File: src/rtl/aap_dbg_reg_port_pkg.sv
// Shared constants and types for the debug register-port initiator:
// command opcodes, response codes, processor-state encoding and FSM states.
package aap_dbg_reg_port_pkg;

  localparam int          STATE_W      = 3;
  localparam logic [2:0]  STATE_HALTED = 3'd2;

  localparam logic [7:0]  DBG_OP_READ  = 8'h01;
  localparam logic [7:0]  DBG_OP_WRITE = 8'h02;
  localparam logic [7:0]  DBG_ACK      = 8'h06;
  localparam logic [7:0]  DBG_NAK      = 8'h15;

  typedef enum logic [2:0] {
    DBGP_IDLE    = 3'd0,
    DBGP_GET_REG = 3'd1,
    DBGP_GET_LO  = 3'd2,
    DBGP_GET_HI  = 3'd3,
    DBGP_EXEC    = 3'd4,
    DBGP_RESP0   = 3'd5,
    DBGP_RESP1   = 3'd6
  } dbgp_state_e;

  // True for the two opcodes that start a register command.
  function automatic logic is_rw_op(input logic [7:0] op);
    return (op == DBG_OP_READ) || (op == DBG_OP_WRITE);
  endfunction

endpackage

File: src/rtl/aap_dbg_reg_port_if.sv
// Bundle of the command stream, response stream, processor state and the
// register file's debug port. master = the debug initiator, slave = its
// environment (transport, response consumer, register file).
interface aap_dbg_reg_port_if;
  import aap_dbg_reg_port_pkg::*;

  logic [STATE_W-1:0] state;
  logic [7:0]         cmd_data;
  logic               cmd_valid;
  logic               cmd_ready;
  logic [7:0]         rsp_data;
  logic               rsp_valid;
  logic               rsp_ready;
  logic [5:0]         dbg_reg_rregnum;
  logic [15:0]        dbg_reg_rdata;
  logic [5:0]         dbg_reg_wregnum;
  logic [15:0]        dbg_reg_wdata;
  logic               dbg_reg_we;

  modport master (
    input  state, cmd_data, cmd_valid, rsp_ready, dbg_reg_rdata,
    output cmd_ready, rsp_data, rsp_valid,
           dbg_reg_rregnum, dbg_reg_wregnum, dbg_reg_wdata, dbg_reg_we
  );

  modport slave (
    output state, cmd_data, cmd_valid, rsp_ready, dbg_reg_rdata,
    input  cmd_ready, rsp_data, rsp_valid,
           dbg_reg_rregnum, dbg_reg_wregnum, dbg_reg_wdata, dbg_reg_we
  );

endinterface

File: src/rtl/aap_dbg_reg_port.sv
// Debug register-port initiator: parses READ/WRITE byte commands, drives the
// register file's debug port while the core is halted, and returns data,
// ACK or NAK bytes. One command in flight at a time.
module aap_dbg_reg_port
  import aap_dbg_reg_port_pkg::*;
#(
  parameter int NUM_REGS = 16
) (
  input  logic               clk,
  input  logic               rst,
  aap_dbg_reg_port_if.master bus
);

  localparam logic [8:0] LP_NUM_REGS = 9'(NUM_REGS);

  dbgp_state_e r_state;
  dbgp_state_e w_next;

  logic        r_is_wr;
  logic        r_bad_op;
  logic        r_bad_reg;
  logic        r_rd_ok;
  logic [5:0]  r_regnum;
  logic [15:0] r_wdata;
  logic [15:0] r_rsp;

  logic        w_err;
  logic        w_cmd_ready;
  logic        w_rsp_valid;
  logic [7:0]  w_rsp_data;
  logic        w_we;

  // Halted is judged only at EXEC; a core leaving HALTED mid-command gets a NAK.
  assign w_err = r_bad_op | r_bad_reg | (bus.state != STATE_HALTED);

  // FSM state register
  always_ff @(posedge clk or posedge rst) begin
    if (rst) r_state <= DBGP_IDLE;
    else     r_state <= w_next;
  end

  // Next state, stream handshakes and the one-cycle write strobe
  always_comb begin
    w_next      = r_state;
    w_cmd_ready = 1'b0;
    w_rsp_valid = 1'b0;
    w_rsp_data  = 8'h00;
    w_we        = 1'b0;
    case (r_state)
      DBGP_IDLE: begin
        w_cmd_ready = 1'b1;
        if (bus.cmd_valid) w_next = is_rw_op(bus.cmd_data) ? DBGP_GET_REG : DBGP_EXEC;
      end
      DBGP_GET_REG: begin
        w_cmd_ready = 1'b1;
        if (bus.cmd_valid) w_next = r_is_wr ? DBGP_GET_LO : DBGP_EXEC;
      end
      DBGP_GET_LO: begin
        w_cmd_ready = 1'b1;
        if (bus.cmd_valid) w_next = DBGP_GET_HI;
      end
      DBGP_GET_HI: begin
        w_cmd_ready = 1'b1;
        if (bus.cmd_valid) w_next = DBGP_EXEC;
      end
      DBGP_EXEC: begin
        w_we   = r_is_wr & ~w_err;
        w_next = DBGP_RESP0;
      end
      DBGP_RESP0: begin
        w_rsp_valid = 1'b1;
        w_rsp_data  = r_rsp[7:0];
        if (bus.rsp_ready) w_next = r_rd_ok ? DBGP_RESP1 : DBGP_IDLE;
      end
      DBGP_RESP1: begin
        w_rsp_valid = 1'b1;
        w_rsp_data  = r_rsp[15:8];
        if (bus.rsp_ready) w_next = DBGP_IDLE;
      end
      default: w_next = DBGP_IDLE;
    endcase
  end

  // Capture command fields as bytes arrive; form the response in EXEC
  always_ff @(posedge clk or posedge rst) begin
    if (rst) begin
      r_is_wr   <= 1'b0;
      r_bad_op  <= 1'b0;
      r_bad_reg <= 1'b0;
      r_rd_ok   <= 1'b0;
      r_regnum  <= 6'd0;
      r_wdata   <= 16'h0000;
      r_rsp     <= 16'h0000;
    end else begin
      case (r_state)
        DBGP_IDLE: if (bus.cmd_valid) begin
          r_is_wr   <= (bus.cmd_data == DBG_OP_WRITE);
          r_bad_op  <= ~is_rw_op(bus.cmd_data);
          r_bad_reg <= 1'b0;
        end
        DBGP_GET_REG: if (bus.cmd_valid) begin
          // Range check uses the full byte so e.g. 0x45 cannot alias reg 5.
          r_regnum  <= bus.cmd_data[5:0];
          r_bad_reg <= ({1'b0, bus.cmd_data} >= LP_NUM_REGS);
        end
        DBGP_GET_LO: if (bus.cmd_valid) r_wdata[7:0]  <= bus.cmd_data;
        DBGP_GET_HI: if (bus.cmd_valid) r_wdata[15:8] <= bus.cmd_data;
        DBGP_EXEC: begin
          r_rd_ok <= ~r_is_wr & ~w_err;
          if (w_err)        r_rsp <= {8'h00, DBG_NAK};
          else if (r_is_wr) r_rsp <= {8'h00, DBG_ACK};
          else              r_rsp <= bus.dbg_reg_rdata;
        end
        default: ;
      endcase
    end
  end

  assign bus.cmd_ready       = w_cmd_ready;
  assign bus.rsp_valid       = w_rsp_valid;
  assign bus.rsp_data        = w_rsp_data;
  assign bus.dbg_reg_we      = w_we;
  assign bus.dbg_reg_rregnum = r_regnum;
  assign bus.dbg_reg_wregnum = r_regnum;
  assign bus.dbg_reg_wdata   = r_wdata;

endmodule

File: src/flat_wrapper.sv
// flat-port wrapper written by rule: the top's interface ports become plain ports
module aap_dbg_reg_port_flat import aap_dbg_reg_port_pkg::*;
#(
  parameter int NUM_REGS = 16
)
  (clk, rst, bus_state, bus_cmd_data, bus_cmd_valid, bus_rsp_ready, bus_dbg_reg_rdata, bus_cmd_ready, bus_rsp_data, bus_rsp_valid, bus_dbg_reg_rregnum, bus_dbg_reg_wregnum, bus_dbg_reg_wdata, bus_dbg_reg_we);
  aap_dbg_reg_port_if bus_i ();
  input  logic clk;
  input  logic rst;
  input wire logic [$bits(bus_i.state)-1:0] bus_state;
  input wire logic [$bits(bus_i.cmd_data)-1:0] bus_cmd_data;
  input wire logic [$bits(bus_i.cmd_valid)-1:0] bus_cmd_valid;
  input wire logic [$bits(bus_i.rsp_ready)-1:0] bus_rsp_ready;
  input wire logic [$bits(bus_i.dbg_reg_rdata)-1:0] bus_dbg_reg_rdata;
  output wire logic [$bits(bus_i.cmd_ready)-1:0] bus_cmd_ready;
  output wire logic [$bits(bus_i.rsp_data)-1:0] bus_rsp_data;
  output wire logic [$bits(bus_i.rsp_valid)-1:0] bus_rsp_valid;
  output wire logic [$bits(bus_i.dbg_reg_rregnum)-1:0] bus_dbg_reg_rregnum;
  output wire logic [$bits(bus_i.dbg_reg_wregnum)-1:0] bus_dbg_reg_wregnum;
  output wire logic [$bits(bus_i.dbg_reg_wdata)-1:0] bus_dbg_reg_wdata;
  output wire logic [$bits(bus_i.dbg_reg_we)-1:0] bus_dbg_reg_we;
  assign bus_i.state = bus_state;
  assign bus_i.cmd_data = bus_cmd_data;
  assign bus_i.cmd_valid = bus_cmd_valid;
  assign bus_i.rsp_ready = bus_rsp_ready;
  assign bus_i.dbg_reg_rdata = bus_dbg_reg_rdata;
  assign bus_cmd_ready = bus_i.cmd_ready;
  assign bus_rsp_data = bus_i.rsp_data;
  assign bus_rsp_valid = bus_i.rsp_valid;
  assign bus_dbg_reg_rregnum = bus_i.dbg_reg_rregnum;
  assign bus_dbg_reg_wregnum = bus_i.dbg_reg_wregnum;
  assign bus_dbg_reg_wdata = bus_i.dbg_reg_wdata;
  assign bus_dbg_reg_we = bus_i.dbg_reg_we;
  aap_dbg_reg_port #(.NUM_REGS(NUM_REGS)) u_core (.clk(clk), .rst(rst), .bus(bus_i));
endmodule
File: config.mk
export PLATFORM = sky130hd
export DESIGN_NAME = aap_dbg_reg_port_flat
export DESIGN_NICKNAME = d
export VERILOG_FILES = /design/src/rtl/aap_dbg_reg_port_pkg.sv /design/src/rtl/aap_dbg_reg_port_if.sv /design/src/rtl/aap_dbg_reg_port.sv /design/src/flat_wrapper.sv
export SDC_FILE = /design/constraint.sdc
export NUM_CORES = 1
export LEC_CHECK = 0
export ABC_CLOCK_PERIOD_IN_PS = 1600
export CAP_MARGIN = 10
export CORE_MARGIN = 5
export CORE_UTILIZATION = 42
export CTS_CLUSTER_SIZE = 24
export DETAILED_ROUTE_END_ITERATION = 6
export GPL_TIMING_DRIVEN = 0
export PLACE_DENSITY = 0.76
export SLEW_MARGIN = 10
export SYNTH_ARGS = -nofsm -noshare
export SYNTH_HDL_FRONTEND = slang
export SYNTH_SLANG_ARGS = --single-unit
File: constraint.sdc
create_clock -name clk -period 1.6 [get_ports clk]
set_input_delay 0.4 -clock clk [delete_from_list [all_inputs] [get_ports clk]]
set_output_delay 0.4 -clock clk [all_outputs]
set_load 0.02 [all_outputs]
==> qor.yml, run 1 <==
run_status: "finished, violations left"
violations: "setup timing"
ff2ff_setup_slack_ns: 0.02
share_seq_of_total_power: 0.303
grt_overflow_total: 0
setup.worst_path.start: "u_core.r_state[1]"
ant_nets: 0
max_clock_freq_mhz: 505.1
synth_commonest_cells: "sky130_fd_sc_hd__dfrtp_1 (45), sky130_fd_sc_hd__mux2_2 (16), sky130_fd_sc_hd__a31o_2 (13), sky130_fd_sc_hd__nor2_1 (13), sky130_fd_sc_hd__nor2b_1 (12)"
count_of_tritonroute_iterations_in_the_first_routing_pass: 4
arr_time_crit_path_ns: 1.58
num-nets-final: 311
grt_pass1_wl_um: 10250
yosys.cell_types.count: 42
comb_power_share: 0.547
leading_cell_type_by_number_of_instances_after_synthesis: "sky130_fd_sc_hd__dfrtp_1"
ys_warn_count: 0
synth-edff-count: 0
yosys_most_used_dff: "sky130_fd_sc_hd__dfrtp_1"
row_count: 26
cts_max_path_buffers: 2
synthDominantCellAreaShare: 0.5020
io_pins: 70
p_int_uw: 2960
antenna_found_initial: 0
final.period_utilization: 1.237
place_congestion: 0.7739
p_leak_uw: 0.001694
holdCritPathClass: "in2async"
fillerInstances: 412
net-switching-power_uw: 1767
timing.hold.ws_ns: 0.4180
mappedNetlistArea_um2: 2243
classification_of_the_worst_setup_path: "reg2out"
first_iter_violations: 92
fp.dieArea_um2: 6903
timing.critical_path.fanout_max: 5
cts.reportedPaths.clkPinSlew_ns: 0.10
crit_path_start_kind: "flip-flop"
synthCells: 180
critPathBufInv: 3
seq_area_frac_synth: 0.5020
layout_cell_share_with_drive_strength_beyond_1: 0.4270
cts_tree: "yes"
power.share.switching: 0.3738
dp.final_hpwl_um: 4006
clock_sink_count: 45
cell_family_contributing_the_most_delay_on_the_critical_path: "buffers and inverters"
critical_path.cell_chain: "buf_6 > and2b_2 > buf_6 > a22oi_2 > nor2_1 > buf_4"
clk_latency_ns: 0.30
worstMarginPinSlew_ns: 0.4571
clock_share_of_power: 0.150
synth_fp_nets: 211
critPathMaxStageDelay_ns: 0.39
final_hold_viol_count: 0
cts_root_buffer: "sky130_fd_sc_hd__clkbuf_8"
htreeDepth: 2
initial_core_util: 0.4365
synth_async_sr_flop_share: 1.000
horiz_die_dim_um: 83.09
setup_ws_ns: -0.3799
postSynthRegisterBits: 45
rsz0062_at_grt: "true"
num_vias: 1832
cp_num_cells: 6
antennaDiodeCount: 0
gr-usage-all-layers: 0.1842
cts_made_buffers: 5
setup_viol: 11
netlist_top_cells_area: "sky130_fd_sc_hd__dfrtp_1 (50%), sky130_fd_sc_hd__mux2_2 (8.0%), sky130_fd_sc_hd__mux2_4 (5.4%)"
r2r_end: "u_core.r_rd_ok"
power.density_nw_per_um2: 1370
pin_count_of_the_biggest_net_entering_global_routing: 27
cap_violations: 0
crit_path_end: "bus_rsp_data[5]"
syn2layout_area_growth_pct: 53.76
port_buffers: 69
post_detailed_route_drc_marker_count: 0
cp_data_required_time_ns: 1.20
cp_common_cell: "sky130_fd_sc_hd__buf_6"
post-route-min-period_ns: 1.980
r2r-start: "u_core.r_state[1]"
via_count_of_the_first_global_routing_pass: 1991
synthesis.area_per_instance_um2: 12.46
rr_worst_depth: 7
worst_path_max_delay_cell: "sky130_fd_sc_hd__dfrtp_1"
critical_path.endpoint_type: "output pin"
core_region_area_um2: 5140
max-slew-margin-rel: 0.6948
finClkSkew_ns: 0.01459
drt-wirelength-per-cell_um: 17.60
fp.dieH_um: 83.09
peakVddDrop_mv: 0.8450
avgViaCountPerCell: 5.219
tns_ns: -3.193
report.power.total_uw: 4726
synth_top_area_cell: "sky130_fd_sc_hd__dfrtp_1"
maxSlewViolCount: 0
drt_wl_total_um: 6177
## cells in the final DEF, fill, tap and decap left out, drive strengths merged, types with 2 or more instances in the layout
cell / netlist / layout
a21boi: 2 / 2
a22oi: 8 / 8
a31o: 13 / 13
a31oi: 3 / 3
and2b: 4 / 4
buf: 16 / 50
clkbuf: 0 / 7
clkdlybuf4s15: 0 / 2
clkdlybuf4s50: 0 / 25
clkinvlp: 0 / 2
dfrtp: 45 / 45
dlygate4sd2: 0 / 29
dlymetal6s2s: 0 / 2
inv: 4 / 5
mux2: 24 / 24
nand2: 2 / 2
nand2b: 5 / 5
nand3: 3 / 3
nor2: 13 / 13
nor2b: 13 / 13
nor4: 2 / 2
nor4b: 2 / 2
o21a: 2 / 2
o21ai: 4 / 4
## worst reg2reg max path, delay by kind of cell (launching register included)
family / cells / cell delay [ns]
buffers and inverters: 5 / 0.57
DFF: 1 / 0.39
and+or+nand+nor: 1 / 0.21
muxes: 1 / 0.29
## how the worst min path moves through the flow
stage | start | to | slack (ns) | cells past startpoint
after floorplan | u_core.r_bad_op | u_core.r_bad_op | 0.49 | 1
after global placement | u_core.bus.dbg_reg_wdata[11] | u_core.bus.dbg_reg_wdata[11] | 0.49 | 1
after detailed placement | u_core.bus.dbg_reg_wdata[8] | u_core.bus.dbg_reg_wdata[8] | 0.50 | 1
after CTS | rst | u_core.r_rsp[0] | 0.43 | 2
after global routing | rst | u_core.r_rsp[1] | 0.45 | 2
final | rst | u_core.r_rsp[1] | 0.42 | 2
## power groups by stage
stage,clock network (µW),registers (µW),logic (µW)
global route,769,1460,2750
finish,709,1430,2590
floorplan,0,1570,1100
CTS,712,1430,2280
global placement,0,1440,2020
detailed placement,0,1450,2040
## per-stage QoR
stage	setup WS [ns]	std cells	utilization	instance area, µm²
after global routing	-0.4391	351	0.6711	3450
after global placement	-1.190	319	0.5901	3033
after floorplan	-0.07533	180	-	2255
final	-0.3799	351	0.6711	3450
after CTS	-0.3433	344	0.6434	3307
after detailed placement	-1.310	320	0.5940	3053
## area by class of cell
class	count	area [µm²]	area share
inverters	5	26.28	0.007617
multi-input cells	114	1081	0.3134
flip-flops and latches	45	1126	0.3264
plain buffers	14	131.4	0.03808
clock inverters	2	15.01	0.004353
well taps	70	87.58	0.02539
clock buffers	6	72.57	0.02104
repair buffers	95	909.6	0.2637
## per-layer routing
layer / share of wire / vias to the layer above / global-route usage
met4: 0.0074 / 0 / 0.03566
li1: - / 841 / -
met3: 0.069 / 4 / 0.06634
met2: 0.49 / 62 / 0.2959
met1: 0.44 / 925 / 0.2412
met5: 0 / - / 0
## cells by family (layout without fill, tap and decap cells)
group,count (synthesis),count (layout),synth area share
buffers and inverters,21,122,0.07250
xor gates and xnor gates,1,1,0.003905
muxes,24,24,0.1339
and+or+nand+nor,51,51,0.1573
AOI/OAI and AO/OA,38,38,0.1305
DFF,45,45,0.5020
## what timing repair did
action | CTS | global route
gates cloned | 1 | 1
pin swaps | 7 | 9
hold buffers | 0 | 0
buffers inserted | 17 | 7
setup endpoints to repair | 65 | 34
gates resized for setup | 109 | 21
Power figures use the tool's default switching activity.
==> inputs of run 2 (changes only) <==
CELL_PAD_IN_SITES_DETAIL_PLACEMENT = 1   (was unset)
CELL_PAD_IN_SITES_GLOBAL_PLACEMENT = 1   (was unset)
CORE_UTILIZATION = 33   (was 42)
HOLD_SLACK_MARGIN = 0.03   (was unset)
==> run 2 against run 1 <==
The flow still finishes with violations (setup timing); cell count up 1.7%; critical path depth unchanged; clock skew down 0.00098 ns; total power up 1.4%; final area down 0.47%; non-clock buffer count down 5; hold slack worse by 0.020 ns; combinational power down 4%; critical path type unchanged; largest cell class unchanged; highest routed layer unchanged.
==> qor.yml, run 2 (synthesized netlist as in run 1, its figures left out) <==
ant_nets: 0  # unchanged
cts_max_path_buffers: 2  # unchanged
cts_made_buffers: 5  # unchanged
peakVddDrop_mv: 0.9068  # +7.3%
cts.reportedPaths.clkPinSlew_ns: 0.10  # about the same
ff2ff_setup_slack_ns: -0.09  # -0.11 ns
place_congestion: 0.7593  # -1.9%
cp_data_required_time_ns: 1.20  # about the same
max-slew-margin-rel: 0.7297  # +0.03484
syn2layout_area_growth_pct: 53.04
count_of_tritonroute_iterations_in_the_first_routing_pass: 4  # unchanged
drt-wirelength-per-cell_um: 18.41  # +4.6%
timing.hold.ws_ns: 0.3977  # -0.02028 ns
finClkSkew_ns: 0.01361  # -0.0009843 ns
mostFrequentLayoutCell: "sky130_fd_sc_hd__dfrtp_1"
crit_path_start_kind: "flip-flop"
first_iter_violations: 76  # -17%
final.period_utilization: 1.213  # -0.02451
num_vias: 1776  # -3.1%
clock_sink_count: 45  # unchanged
cp_common_cell: "sky130_fd_sc_hd__buf_6"
setup_viol: 12  # +1
antennaDiodeCount: 0  # unchanged
gr-usage-all-layers: 0.1531  # -0.03117
post_layout_nonfiller_instances: 357  # +1.7%
cap_violations: 0  # unchanged
io_pins: 70  # unchanged
arr_time_crit_path_ns: 1.54  # -0.04 ns
holdCritPathClass: "in2async"
htreeDepth: 2  # unchanged
placement.setup.worst_slack_ns: -1.230  # +0.08032 ns
num-nets-final: 307  # -1.3%
critPathMaxStageDelay_ns: 0.39  # about the same
rr_worst_depth: 6  # -1
fillerInstances: 706  # +71%
critical_path.cell_chain: "buf_6 > and2b_2 > buf_6 > a22oi_2 > nor2_1 > buf_4"
cts_root_buffer: "sky130_fd_sc_hd__clkbuf_8"
clk_latency_ns: 0.30  # about the same
critPathBufInv: 3  # unchanged
layout_common_cells: "sky130_fd_sc_hd__dfrtp_1 (45), sky130_fd_sc_hd__buf_4 (28), sky130_fd_sc_hd__dlygate4sd2_1 (28), sky130_fd_sc_hd__clkdlybuf4s50_1 (24), sky130_fd_sc_hd__mux2_2 (15)"
dp_cells: 330  # +3.1%
post-route-min-period_ns: 1.941  # -0.03921 ns
worstMarginPinSlew_ns: 0.4049  # -0.05219 ns
avgViaCountPerCell: 4.975  # -4.7%
rsz0062_at_grt: "true"
fp.dieH_um: 92.45  # +11%
maxSlewViolCount: 0  # unchanged
via_count_of_the_first_global_routing_pass: 1910  # -4.1%
power.density_nw_per_um2: 1395  # +1.8%
violations: "setup timing"
p_leak_uw: 0.001662  # -1.9%
cts_hold_buf: 0  # unchanged
timing.critical_path.fanout_max: 5  # unchanged
dp.final_hpwl_um: 4285  # +7.0%
antenna_found_initial: 0  # unchanged
classification_of_the_worst_setup_path: "reg2out"
cell_family_contributing_the_most_delay_on_the_critical_path: "buffers and inverters"
drt_wl_total_um: 6574  # +6.4%
fp.dieArea_um2: 8547  # +24%
critical_path.endpoint_type: "output pin"
max_clock_freq_mhz: 515.3  # +2.0%
grt_pass1_wl_um: 10380  # +1.2%
post_detailed_route_drc_marker_count: 0  # unchanged
core_region_area_um2: 6719  # +31%
worst_path_max_delay_cell: "sky130_fd_sc_hd__dfrtp_1"
row_count: 30  # +15%
setup_ws_ns: -0.3407  # +0.03921 ns
grt_overflow_total: 0  # unchanged
r2r_end: "u_core.r_is_wr"
pin_count_of_the_biggest_net_entering_global_routing: 30  # +11%
final_hold_viol_count: 0  # unchanged
r2r-start: "u_core.r_state[0]"
run_status: "finished, violations left"
layout_cell_share_with_drive_strength_beyond_1: 0.4260  # -0.001053
cts_tree: "yes"
report.power.total_uw: 4791  # +1.4%
port_buffers: 69  # unchanged
tns_ns: -3.175  # +0.01839 ns
horiz_die_dim_um: 92.45  # +11%
initial_core_util: 0.3339  # -0.1026
[run 2: stage by stage]
stage,area [µm²],utilization
2_1_floorplan,2255,-
3_3_place_gp,3045,0.4533
3_5_place_dp,3065,0.4562
4_1_cts,3258,0.4849
5_1_grt,3433,0.5110
6_report,3433,0.5110
[run 2: worst max-delay path by stage]
stage / start / endpoint / slack [ns] / cells past startpoint
finish: u_core.r_state[1] / bus_rsp_data[5] / -0.34 / 6
floorplan: u_core.r_state[1] / bus_dbg_reg_we / -0.08 / 5
global placement: bus_state[2] / bus_dbg_reg_we / -1.22 / 5
detailed placement: bus_state[2] / bus_dbg_reg_we / -1.23 / 5
global route: u_core.r_state[1] / bus_rsp_data[5] / -0.43 / 6
CTS: u_core.r_state[1] / bus_rsp_data[4] / -0.37 / 6
[run 2: per-layer routing]
metal / wire (µm) / track usage / up-vias
met5: 0 / 0 / -
met4: 51 / 0.02228 / 0
met3: 536 / 0.06174 / 6
met2: 3108 / 0.2441 / 60
met1: 2877 / 0.1997 / 880
li1: - / - / 830
[run 2: report_power, final]
part / internal (µW) / total, µW / switching [µW]
Combinational: 1220 / 2480 / 1260
Clock: 469 / 890 / 421
Sequential: 1300 / 1420 / 122
Total: 2990 / 4790 / 1800
[run 2: worst reg2reg max path, cell delays in order, from the launching register on]
cell	delay, ns
sky130_fd_sc_hd__dfrtp_1	0.38
sky130_fd_sc_hd__buf_6	0.14
sky130_fd_sc_hd__buf_4	0.13
sky130_fd_sc_hd__buf_4	0.12
sky130_fd_sc_hd__buf_4	0.15
sky130_fd_sc_hd__nor4b_4	0.31
sky130_fd_sc_hd__mux2_2	0.38
[run 2: timing repair]
item                                    4_1_cts  5_1_grt
gates resized for setup                      98       32
endpoints found under the setup margin       66       31
pin swaps                                     7        9
hold endpoints to repair                      0        0
setup buffers                                12        9
cloned                                        1        1
[run 2: area by class of cell]
| class | instances | area [µm²] | share of cell area |
|---|---|---|---|
| Buffer | 13 | 128.9 | 0.03754 |
| Clock buffer | 5 | 68.82 | 0.02004 |
| Clock inverter | 3 | 43.79 | 0.01276 |
| Inverter | 5 | 31.28 | 0.009111 |
| Multi-Input combinational cell | 114 | 1069 | 0.3112 |
| Sequential cell | 45 | 1126 | 0.3280 |
| Tap cell | 80 | 100.1 | 0.02915 |
| Timing Repair Buffer | 91 | 854.6 | 0.2489 |
| Timing Repair inverter | 1 | 11.26 | 0.003280 |
